## config.mk

```make
export PLATFORM = sky130hd
export DESIGN_NAME = operand_loader_flat
export DESIGN_NICKNAME = d
export VERILOG_FILES = /design/src/rtl/operand_loader_pkg.sv /design/src/rtl/operand_loader_if.sv /design/src/rtl/strobe_edge_detect.sv /design/src/rtl/operand_loader.sv /design/src/flat_wrapper.sv
export SDC_FILE = /design/constraint.sdc
export NUM_CORES = 1
export LEC_CHECK = 0
export CAP_MARGIN = 5
export CELL_PAD_IN_SITES_DETAIL_PLACEMENT = 0
export CELL_PAD_IN_SITES_GLOBAL_PLACEMENT = 1
export CORE_MARGIN = 1
export CORE_UTILIZATION = 37
export CTS_BUF_LIST = sky130_fd_sc_hd__clkbuf_16
export CTS_CLUSTER_DIAMETER = 60
export DETAILED_ROUTE_END_ITERATION = 16
export PLACE_DENSITY_LB_ADDON = 0.1
export SETUP_SLACK_MARGIN = 0.02
export SYNTH_ARGS = -nofsm -noshare
export SYNTH_HDL_FRONTEND = slang
export SYNTH_SLANG_ARGS = --single-unit
```

## constraint.sdc

```tcl
create_clock -name clock -period 5.01 [get_ports clock]
set_clock_uncertainty 0.1 [all_clocks]
set_input_delay 0.501 -clock clock [delete_from_list [all_inputs] [get_ports clock]]
set_output_delay 0.501 -clock clock [all_outputs]
set_load 0.005 [all_outputs]
```

## src/rtl/operand_loader_pkg.sv

```systemverilog
// ============================================================================
// Module   : operand_loader_pkg
// Purpose  : Shared FSM state type, operand register indices and defaults
//            for the operand loader.
// Revision : 1.0 - initial release
// ============================================================================
`default_nettype none

package operand_loader_pkg;

    localparam int DEFAULT_WIDTH    = 8;
    localparam int DEFAULT_NUM_REGS = 3;

    localparam int REG_A  = 0;
    localparam int REG_B  = 1;
    localparam int REG_OP = 2;

    typedef enum logic [1:0] {
        IDLE  = 2'd0,
        FILL  = 2'd1,
        READY = 2'd2
    } state_t;

endpackage

`default_nettype wire

```

## src/rtl/operand_loader_if.sv

```systemverilog
// ============================================================================
// Module   : operand_loader_if
// Purpose  : Switch/button, control-unit and readback signals of the
//            operand loader. slave = loader side, master = environment side.
// Revision : 1.0 - initial release
// ============================================================================
`default_nettype none

interface operand_loader_if #(
    parameter int WIDTH    = 8,
    parameter int NUM_REGS = 3
);
    localparam int SEL_W = $clog2(NUM_REGS + 1);

    logic [WIDTH-1:0]          data_in;
    logic [SEL_W-1:0]          sel;
    logic                      load_strobe;
    logic                      auto_mode;
    logic                      wb_valid;
    logic [WIDTH-1:0]          wb_data;
    logic [WIDTH-1:0]          buf_in;
    logic                      frame_ack;
    logic [NUM_REGS*WIDTH-1:0] regs_out;
    logic [WIDTH-1:0]          choice_out;
    logic [WIDTH-1:0]          led_out;
    logic                      frame_valid;
    logic [SEL_W-1:0]          wr_ptr;

    modport slave (
        input  data_in, sel, load_strobe, auto_mode, wb_valid, wb_data,
               buf_in, frame_ack,
        output regs_out, choice_out, led_out, frame_valid, wr_ptr
    );

    modport master (
        output data_in, sel, load_strobe, auto_mode, wb_valid, wb_data,
               buf_in, frame_ack,
        input  regs_out, choice_out, led_out, frame_valid, wr_ptr
    );

endinterface

`default_nettype wire

```

## src/rtl/strobe_edge_detect.sv

```systemverilog
// ============================================================================
// Module   : strobe_edge_detect
// Purpose  : One-cycle pulse on the rising edge of the load button. With
//            OPERAND_LOADER_SYNC_EN defined the button first passes a 2-flop
//            synchroniser.
// Revision : 1.0 - initial release
// ============================================================================
`default_nettype none

module strobe_edge_detect (
    input  wire logic clock,
    input  wire logic reset_n,
    input  wire logic i_strobe,
    output logic      o_pulse
);

    logic w_strobe;
    logic r_strobe_q;

`ifdef OPERAND_LOADER_SYNC_EN
    logic r_sync1;
    logic r_sync2;

    always_ff @(posedge clock or negedge reset_n) begin
        if (!reset_n) begin
            r_sync1 <= 1'b0;
            r_sync2 <= 1'b0;
        end else begin
            r_sync1 <= i_strobe;
            r_sync2 <= r_sync1;
        end
    end

    assign w_strobe = r_sync2;
`else
    assign w_strobe = i_strobe;
`endif

    always_ff @(posedge clock or negedge reset_n) begin
        if (!reset_n) begin
            r_strobe_q <= 1'b0;
        end else begin
            r_strobe_q <= w_strobe;
        end
    end

    assign o_pulse = w_strobe & ~r_strobe_q;

endmodule

`default_nettype wire

```

## src/rtl/operand_loader.sv

```systemverilog
// ============================================================================
// Module   : operand_loader
// Purpose  : Operand register bank with manual/auto-fill loading, priority
//            writeback into reg 0, registered readback and LED mirror.
//            Optional macro: OPERAND_LOADER_SYNC_EN (button synchroniser).
// Revision : 1.0 - initial release
// ============================================================================
`default_nettype none

module operand_loader
    import operand_loader_pkg::*;
#(
    parameter int WIDTH    = DEFAULT_WIDTH,
    parameter int NUM_REGS = DEFAULT_NUM_REGS
) (
    input  wire logic        clock,
    input  wire logic        reset_n,
    operand_loader_if.slave  bus
);

    localparam int                SEL_W     = $clog2(NUM_REGS + 1);
    localparam logic [SEL_W-1:0]  c_LAST    = SEL_W'(NUM_REGS - 1);
    localparam logic [SEL_W-1:0]  c_BUF_SEL = SEL_W'(NUM_REGS);

    state_t            r_state;
    logic [SEL_W-1:0]  r_wr_ptr;
    logic              r_frame_valid;
    logic [WIDTH-1:0]  r_regs [NUM_REGS];
    logic [WIDTH-1:0]  r_choice;
    logic [WIDTH-1:0]  r_led;

    logic              w_pulse;
    logic              w_wr_en;
    logic [SEL_W-1:0]  w_wr_idx;
    logic [WIDTH-1:0]  w_choice;

    strobe_edge_detect u_edge (
        .clock    (clock),
        .reset_n  (reset_n),
        .i_strobe (bus.load_strobe),
        .o_pulse  (w_pulse)
    );

    // Strobe write target: sel when idle in manual mode, wr_ptr while filling.
    always_comb begin
        w_wr_en  = 1'b0;
        w_wr_idx = bus.sel;
        case (r_state)
            IDLE: begin
                w_wr_en  = w_pulse & ~bus.auto_mode & (bus.sel < c_BUF_SEL);
                w_wr_idx = bus.sel;
            end
            FILL: begin
                w_wr_en  = w_pulse & bus.auto_mode;
                w_wr_idx = r_wr_ptr;
            end
            default: begin
                w_wr_en  = 1'b0;
                w_wr_idx = bus.sel;
            end
        endcase
    end

    always_ff @(posedge clock or negedge reset_n) begin
        if (!reset_n) begin
            r_state       <= IDLE;
            r_wr_ptr      <= '0;
            r_frame_valid <= 1'b0;
        end else begin
            case (r_state)
                IDLE: begin
                    r_wr_ptr      <= '0;
                    r_frame_valid <= 1'b0;
                    if (bus.auto_mode) begin
                        r_state <= FILL;
                    end
                end
                FILL: begin
                    if (!bus.auto_mode) begin
                        r_state  <= IDLE;
                        r_wr_ptr <= '0;
                    end else if (w_pulse) begin
                        // Pointer advances even if writeback stole reg 0.
                        if (r_wr_ptr == c_LAST) begin
                            r_state       <= READY;
                            r_wr_ptr      <= '0;
                            r_frame_valid <= 1'b1;
                        end else begin
                            r_wr_ptr <= r_wr_ptr + SEL_W'(1);
                        end
                    end
                end
                READY: begin
                    if (!bus.auto_mode) begin
                        r_state       <= IDLE;
                        r_frame_valid <= 1'b0;
                    end else if (bus.frame_ack) begin
                        r_state       <= FILL;
                        r_frame_valid <= 1'b0;
                    end
                end
                default: begin
                    r_state       <= IDLE;
                    r_wr_ptr      <= '0;
                    r_frame_valid <= 1'b0;
                end
            endcase
        end
    end

    always_ff @(posedge clock or negedge reset_n) begin
        if (!reset_n) begin
            for (int i = 0; i < NUM_REGS; i++) begin
                r_regs[i] <= '0;
            end
        end else begin
            for (int i = 0; i < NUM_REGS; i++) begin
                if (i == REG_A && bus.wb_valid) begin
                    r_regs[i] <= bus.wb_data;
                end else if (w_wr_en && w_wr_idx == SEL_W'(i)) begin
                    r_regs[i] <= bus.data_in;
                end
            end
        end
    end

    always_comb begin
        w_choice = '0;
        if (bus.sel == c_BUF_SEL) begin
            w_choice = bus.buf_in;
        end
        for (int i = 0; i < NUM_REGS; i++) begin
            if (bus.sel == SEL_W'(i)) begin
                w_choice = r_regs[i];
            end
        end
    end

    always_ff @(posedge clock or negedge reset_n) begin
        if (!reset_n) begin
            r_choice <= '0;
            r_led    <= '0;
        end else begin
            r_choice <= w_choice;
            r_led    <= bus.data_in;
        end
    end

    for (genvar gi = 0; gi < NUM_REGS; gi++) begin : g_flat
        assign bus.regs_out[gi*WIDTH +: WIDTH] = r_regs[gi];
    end

    assign bus.choice_out  = r_choice;
    assign bus.led_out     = r_led;
    assign bus.frame_valid = r_frame_valid;
    assign bus.wr_ptr      = r_wr_ptr;

endmodule

`default_nettype wire

```

## src/flat_wrapper.sv

```systemverilog
// flat-port wrapper written by rule: the top's interface ports become plain ports
module operand_loader_flat import operand_loader_pkg::*;
#(
    parameter int WIDTH    = DEFAULT_WIDTH,
    parameter int NUM_REGS = DEFAULT_NUM_REGS
)
  (clock, reset_n, bus_data_in, bus_sel, bus_load_strobe, bus_auto_mode, bus_wb_valid, bus_wb_data, bus_buf_in, bus_frame_ack, bus_regs_out, bus_choice_out, bus_led_out, bus_frame_valid, bus_wr_ptr);
  operand_loader_if #(.WIDTH(WIDTH), .NUM_REGS(NUM_REGS)) bus_i ();
  input  wire logic clock;
  input  wire logic reset_n;
  input wire logic [$bits(bus_i.data_in)-1:0] bus_data_in;
  input wire logic [$bits(bus_i.sel)-1:0] bus_sel;
  input wire logic [$bits(bus_i.load_strobe)-1:0] bus_load_strobe;
  input wire logic [$bits(bus_i.auto_mode)-1:0] bus_auto_mode;
  input wire logic [$bits(bus_i.wb_valid)-1:0] bus_wb_valid;
  input wire logic [$bits(bus_i.wb_data)-1:0] bus_wb_data;
  input wire logic [$bits(bus_i.buf_in)-1:0] bus_buf_in;
  input wire logic [$bits(bus_i.frame_ack)-1:0] bus_frame_ack;
  output wire logic [$bits(bus_i.regs_out)-1:0] bus_regs_out;
  output wire logic [$bits(bus_i.choice_out)-1:0] bus_choice_out;
  output wire logic [$bits(bus_i.led_out)-1:0] bus_led_out;
  output wire logic [$bits(bus_i.frame_valid)-1:0] bus_frame_valid;
  output wire logic [$bits(bus_i.wr_ptr)-1:0] bus_wr_ptr;
  assign bus_i.data_in = bus_data_in;
  assign bus_i.sel = bus_sel;
  assign bus_i.load_strobe = bus_load_strobe;
  assign bus_i.auto_mode = bus_auto_mode;
  assign bus_i.wb_valid = bus_wb_valid;
  assign bus_i.wb_data = bus_wb_data;
  assign bus_i.buf_in = bus_buf_in;
  assign bus_i.frame_ack = bus_frame_ack;
  assign bus_regs_out = bus_i.regs_out;
  assign bus_choice_out = bus_i.choice_out;
  assign bus_led_out = bus_i.led_out;
  assign bus_frame_valid = bus_i.frame_valid;
  assign bus_wr_ptr = bus_i.wr_ptr;
  operand_loader #(.WIDTH(WIDTH), .NUM_REGS(NUM_REGS)) u_core (.clock(clock), .reset_n(reset_n), .bus(bus_i));
endmodule
```

# Word level (Yosys, flattened, before mapping)
# Index checks and enable logic that the tools add are counted.
# classes
addsub	1
magnitude_cmp	1
n_eq_ne	15
n_mux	25
n_bitwise	7
n_reduce_logical	10
# ops
cell	n
$mux 8	6
$mux 2	10
$eq 2x2->1 const B	5
$reduce_and 4->1	2
$eq 2x1->1 const B	3
$logic_not 2->1	3
$ne 3x2->1 const B	2
$pmux 2 s3	1
$mux 1	5
$and 1x1->1	4
$ne 2x1->1 const B	2
$ne 2x2->1 const B	2
$pmux 1 s2	2
$pmux 2 s2	1
$logic_and 1x1->1	3
$ne 3x3->1 const B	1
$not 1->1	3
$add 2x1->2 const B	1
$lt 2x2->1 const B	1
$reduce_and 2->1	1
$reduce_bool 2->1	1
# totals
ff_bits	46
input_bits	32
output_inout_bits	43
word_cells	68

# Depth between registers and ports, before layout
# logic_depth
word_depth	8
depth_mapped	4

# Cells and area by module
# Synthesis repeated with hierarchy kept, for this count alone.
# unflattened
hier_cells	144
area_unflattened_um2	1974.4
# modules_own_cells
module	instances	cells_each	area_per_inst_um2	seq_area_each_um2
operand_loader	1	142	1935.6	1126.1
strobe_edge_detect	1	2	38.8	25.0

# Worst setup path before layout
# OpenSTA, ideal clock, no wires.
# synth_path
path_type	input to register
from	in bus_sel[0]
to	reg u_core.r_regs, in the netlist u_core.bus.regs_out[0]
setup_ns	0.125
t_arrival_ns	1.786
slack_ns	2.999
cell_stages	4
path_buffers	0
cell_sequence	a211o_1 a211o_1 a211oi_4 mux2_2
# synth_via
elab_chain_cells	5
# synth_lines
element	line	text
start: declaration	flat_wrapper.sv:12	input wire logic [$bits(bus_i.sel)-1:0] bus_sel;
$lt 2x2->1	operand_loader.sv:50	w_wr_en = w_pulse & ~bus.auto_mode & (bus.sel < c_BUF_SEL);
$and 1x1->1	operand_loader.sv:50	
$pmux 1 s2	operand_loader.sv:48	case (r_state)
$logic_and 1x1->1 (*)	operand_loader.sv:120	end else if (w_wr_en && w_wr_idx == SEL_W'(i)) begin
$reduce_bool 2->1 (no line) (*)	-	
end signal: indexed assignment	operand_loader.sv:119	r_regs[i] <= bus.wb_data;
end signal: indexed assignment	operand_loader.sv:121	r_regs[i] <= bus.data_in;
end: declaration	operand_loader.sv:28	logic [WIDTH-1:0] r_regs [NUM_REGS];
# Mark *: on every way between the ends. The rest lies on a longest branch, timed or not.
# A chain may end at the register's enable or synchronous reset.

# Worst setup path after layout
# layout_path
from	in bus_sel[0]
to	reg u_core.r_regs, in the netlist u_core.bus.regs_out[3]
# The elaborated chain is that of the path after synthesis.

==> impl_summary.md <==
Outcome
The run finished with clean final reports.

Place
The HPWL after detailed placement is 3180 um. The cell count after placement is 265. The total cell area at the placement stage is 2750 um^2.

The count of buffers added on input and output ports is 74. The congestion estimate from routability-driven global placement came to 0.785.

Finish
The number of nets in the finished design is 234. The finished cells cover 2920 um^2. The sequential cell area is 1150 um^2.

The finished layout holds 273 standard cells, fillers aside. 0 antenna diodes ended up in the layout. The filler cells instantiated in the layout total 432. The multi-input combinational cell area is 776 um^2. In the final layout, the share of cells above drive strength 1 is 25.1%.

The area growth from synthesis to layout is 50.1%. The final core area utilization is 57.5%.

Synthesis
Sequential cells were found to cover 59.2% of the synthesized design area. Counting flops and latches in the post-synthesis netlist gives 46. The number of distinct library cells after synthesis is 26.

The Yosys step of the flow raised 0 warnings. The top-area cell type share of the netlist area is 59.2%. After synthesis, the cell types taking the most area are sky130_fd_sc_hd__dfrtp_1, sky130_fd_sc_hd__mux2_2, sky130_fd_sc_hd__mux4_2, sky130_fd_sc_hd__nor2b_1, sky130_fd_sc_hd__nand2_1. Counting flops with a built-in enable in the synthesized netlist gives 0. The count of mapped cells out of synthesis is 124.

Counting flops with an async set or reset pin after synthesis yields a share of 100%. For this run, the leading register cell type out of synthesis is sky130_fd_sc_hd__dfrtp_1. Counting every net in the synthesized netlist gives 156. The synthesized area per cell is 15.7 um^2. By instance count, the leading cell after synthesis is sky130_fd_sc_hd__dfrtp_1. The mapped netlist covers 1940 um^2.

The biggest area contributor in the post-synthesis netlist is sky130_fd_sc_hd__dfrtp_1. By count the netlist is led by sky130_fd_sc_hd__dfrtp_1, sky130_fd_sc_hd__mux2_2, sky130_fd_sc_hd__mux4_2, sky130_fd_sc_hd__nand2_1, sky130_fd_sc_hd__nor2b_1.

Floorplan
In this run the horizontal extent of the chip is 74.5 um. The vertical die dimension is 74.5 um. The floorplan has 26 rows.

The floorplan step defined a core boundary enclosing 5070 um^2. The starting density of the core is 38.3%. The total die area is 5550 um^2.

For this design the top-level I/O count stands at 75.

Power and ir drop
The maximum resistive drop on vdd is 0.171 mV. The static leakage power is 1.20 nW. The power density over cell area is 360 nW/um^2.

STA
The transition at the pin with the smallest max-transition slack is 1.02 ns. Setup repair after global routing left no endpoint under its margin. The final max-slew violation count is 0. The final critical-path required period is 2.94 ns. In the final timing run, aggregate negative setup slack is 0 ns. Setup violations remaining at the end of the flow were counted as 0.

Based on the critical path, the design can be clocked at up to 340 MHz. The final clock period utilization by the worst path is 58.7%. The worst-case headroom to the max-slew limit is 32.3%.

The number of hold-slack violations in the final timing report is 0. Hold timing on the final database bottoms out at a slack of 0.291 ns.

Clock tree
The TritonCTS clock tree is yes. The depth of the CTS H-tree is 2. The clock input transition at the sequential cells of the worst setup and hold paths is 0.06 ns. The latest clock arrival within the worst-skew pair is 0.28 ns. The clock tree root buffer cell is sky130_fd_sc_hd__clkbuf_16. The number of sinks on the clock net is 46.

The count of cells resized by post-cts repair is 0. The maximum buffer depth of the clock tree is 2. The number of setup buffers added after CTS is 0.

In this run, post-CTS hold repair placed 0 buffers. The number of CTS-inserted buffers is 5.

Global route
The number of global-route vias before repair came to 1294. The remaining global-route overflow is 0. The number of antenna violations at the first check in global routing is 0. The largest net degree at the start of global routing is 47. The first global-routing pass estimated 6770 um of wire. In the global route stage, overall resource usage came out at 17.1%.

Worst setup path
The endpoint kind of the worst setup timing path is a flip-flop. The worst setup path is launched from an input pin. Among cell families on the critical path, the largest total delay comes from compound AO/OA/AOI/OAI gates. In this run the number of cells on the critical path is 5.

Walking the worst path, the cells encountered are clkdlybuf4s50_1 -> a211o_1 -> a211o_1 -> a211oi_4 -> mux2_2. For the worst setup path, the data arrival time is 3.00 ns. The kind of critical path is input pin to flip-flop. The largest single stage delay on the critical path is 0.77 ns. The largest individual stage delay along the critical path comes from the cell sky130_fd_sc_hd__clkdlybuf4s50_1.

The data required time of the critical path is 5.07 ns. Along the worst path, the maximum fanout reaches 12. Together, buffers and inverters on the worst path number 1. The path depth of the worst reg2reg path is 4. The cell repeated most along the worst path is sky130_fd_sc_hd__a211o_1.

Drt
Once detail routing completed, the nets flagged for antenna violations numbered 0. The sum of routed wire length over all layers is 4520 um. In the routed layout, each cell is associated on average with a via count of 4.95.

The detailed router finished its first iteration with 54 violations. The residual DRC count is 0. The final route contains 1350 vias. The pre-antenna-repair detailed-routing pass consisted of 4 iterations. The detailed-route wire length per cell is 16.6 um.

Worst hold path
The tightest min-delay check is of the input pin to asynchronous set/reset pin type.

Job
The number of max-cap violations is 0.
## cell families after synthesis
logic type | count (synthesis) | synth area share (%)
AO/OA/AOI/OAI | 11 | 4.89
buffers and inverters | 4 | 0.836
flip-flops | 46 | 59.2
multiplexers | 42 | 28.8
AND/OR/NAND/NOR | 21 | 6.18
## power breakdown
group	internal, W	switching, W
sequential	0.000425	0.0000367
combinational	0.000163	0.0000652
clock	0.000232	0.000128
## metal layers
| layer | part of all wire, % | global-route usage [%] | up-vias |
|---|---|---|---|
| met5 | 0 | 0 | - |
| met4 | 1.3 | 6.29 | 0 |
| met3 | 6.0 | 5.01 | 6 |
| met2 | 50 | 29.6 | 47 |
| met1 | 42 | 20.0 | 689 |
| li1 | - | - | 608 |
## sequential cells by signal (all words and copies together) (netlist names)
signal,flops
u_core.bus.frame_valid,1
u_core.bus.wr_ptr,2
u_core.bus.choice_out,8
u_core.u_edge.r_strobe_q,1
u_core.r_state,2
u_core.bus.led_out,8
u_core.bus.regs_out,24
## final cells by class
class	instances	share of cell area [%]
sequential	46	39.5
multi-input combinational	74	26.6
timing repair buffer	74	25.2
clock buffer	5	4.29
tap	70	3.00
clock inverter	3	1.29
inverter	1	0.129
## cells in the final DEF (no fill, tap or decap)
cell and n:
sky130_fd_sc_hd__clkdlybuf4s50_1 73, sky130_fd_sc_hd__dfrtp_1 46, sky130_fd_sc_hd__mux2_2 32, sky130_fd_sc_hd__mux4_2 8
sky130_fd_sc_hd__nand2_1 6, sky130_fd_sc_hd__nor2b_1 5, sky130_fd_sc_hd__clkbuf_16 5, sky130_fd_sc_hd__inv_1 3
sky130_fd_sc_hd__nand2b_1 2, sky130_fd_sc_hd__nand3b_1 2, sky130_fd_sc_hd__a211o_1 2, sky130_fd_sc_hd__a21oi_2 2
sky130_fd_sc_hd__mux2i_1 2, sky130_fd_sc_hd__o21ai_0 2, sky130_fd_sc_hd__or3_1 1, sky130_fd_sc_hd__nor2_1 1
sky130_fd_sc_hd__or3_4 1, sky130_fd_sc_hd__a211oi_4 1, sky130_fd_sc_hd__nor4_1 1, sky130_fd_sc_hd__o21a_1 1
sky130_fd_sc_hd__a21o_1 1, sky130_fd_sc_hd__a22o_1 1, sky130_fd_sc_hd__nor3_1 1, sky130_fd_sc_hd__o22ai_1 1
sky130_fd_sc_hd__and2_1 1, sky130_fd_sc_hd__bufinv_16 1, sky130_fd_sc_hd__buf_2 1
## worst register-to-register path, cell delays in order, from the launching register on
cell	delay, ns
sky130_fd_sc_hd__dfrtp_1	0.43
sky130_fd_sc_hd__nor2b_1	0.21
sky130_fd_sc_hd__or3_4	0.35
sky130_fd_sc_hd__a211oi_4	0.60
sky130_fd_sc_hd__mux2_2	0.41
## worst paths after layout
| check | from | endpoint | slack, ns |
|---|---|---|---|
| worst max-delay path | bus_sel[0] | u_core.bus.regs_out[3] | 2.07 |
| worst min register to register | u_core.bus.regs_out[21] | u_core.bus.regs_out[21] | 0.45 |
| worst max register to register | u_core.r_state[0] | u_core.bus.regs_out[3] | 2.79 |
| min in group clock | u_core.bus.regs_out[21] | u_core.bus.regs_out[21] | 0.45 |
| max in group asynchronous | reset_n | u_core.bus.regs_out[11] | 3.88 |
| worst min-delay path | reset_n | u_core.bus.regs_out[1] | 0.29 |
## metrics by stage
step / power, W / setup WS [ns]
after floorplan: 0.000539 / 3.00
after global placement: 0.000693 / 1.76
after detailed placement: 0.000699 / 1.74
after CTS: 0.00106 / 2.03
after global routing: 0.00110 / 1.97
final: 0.00105 / 2.07
Power figures use the tool's default switching activity.
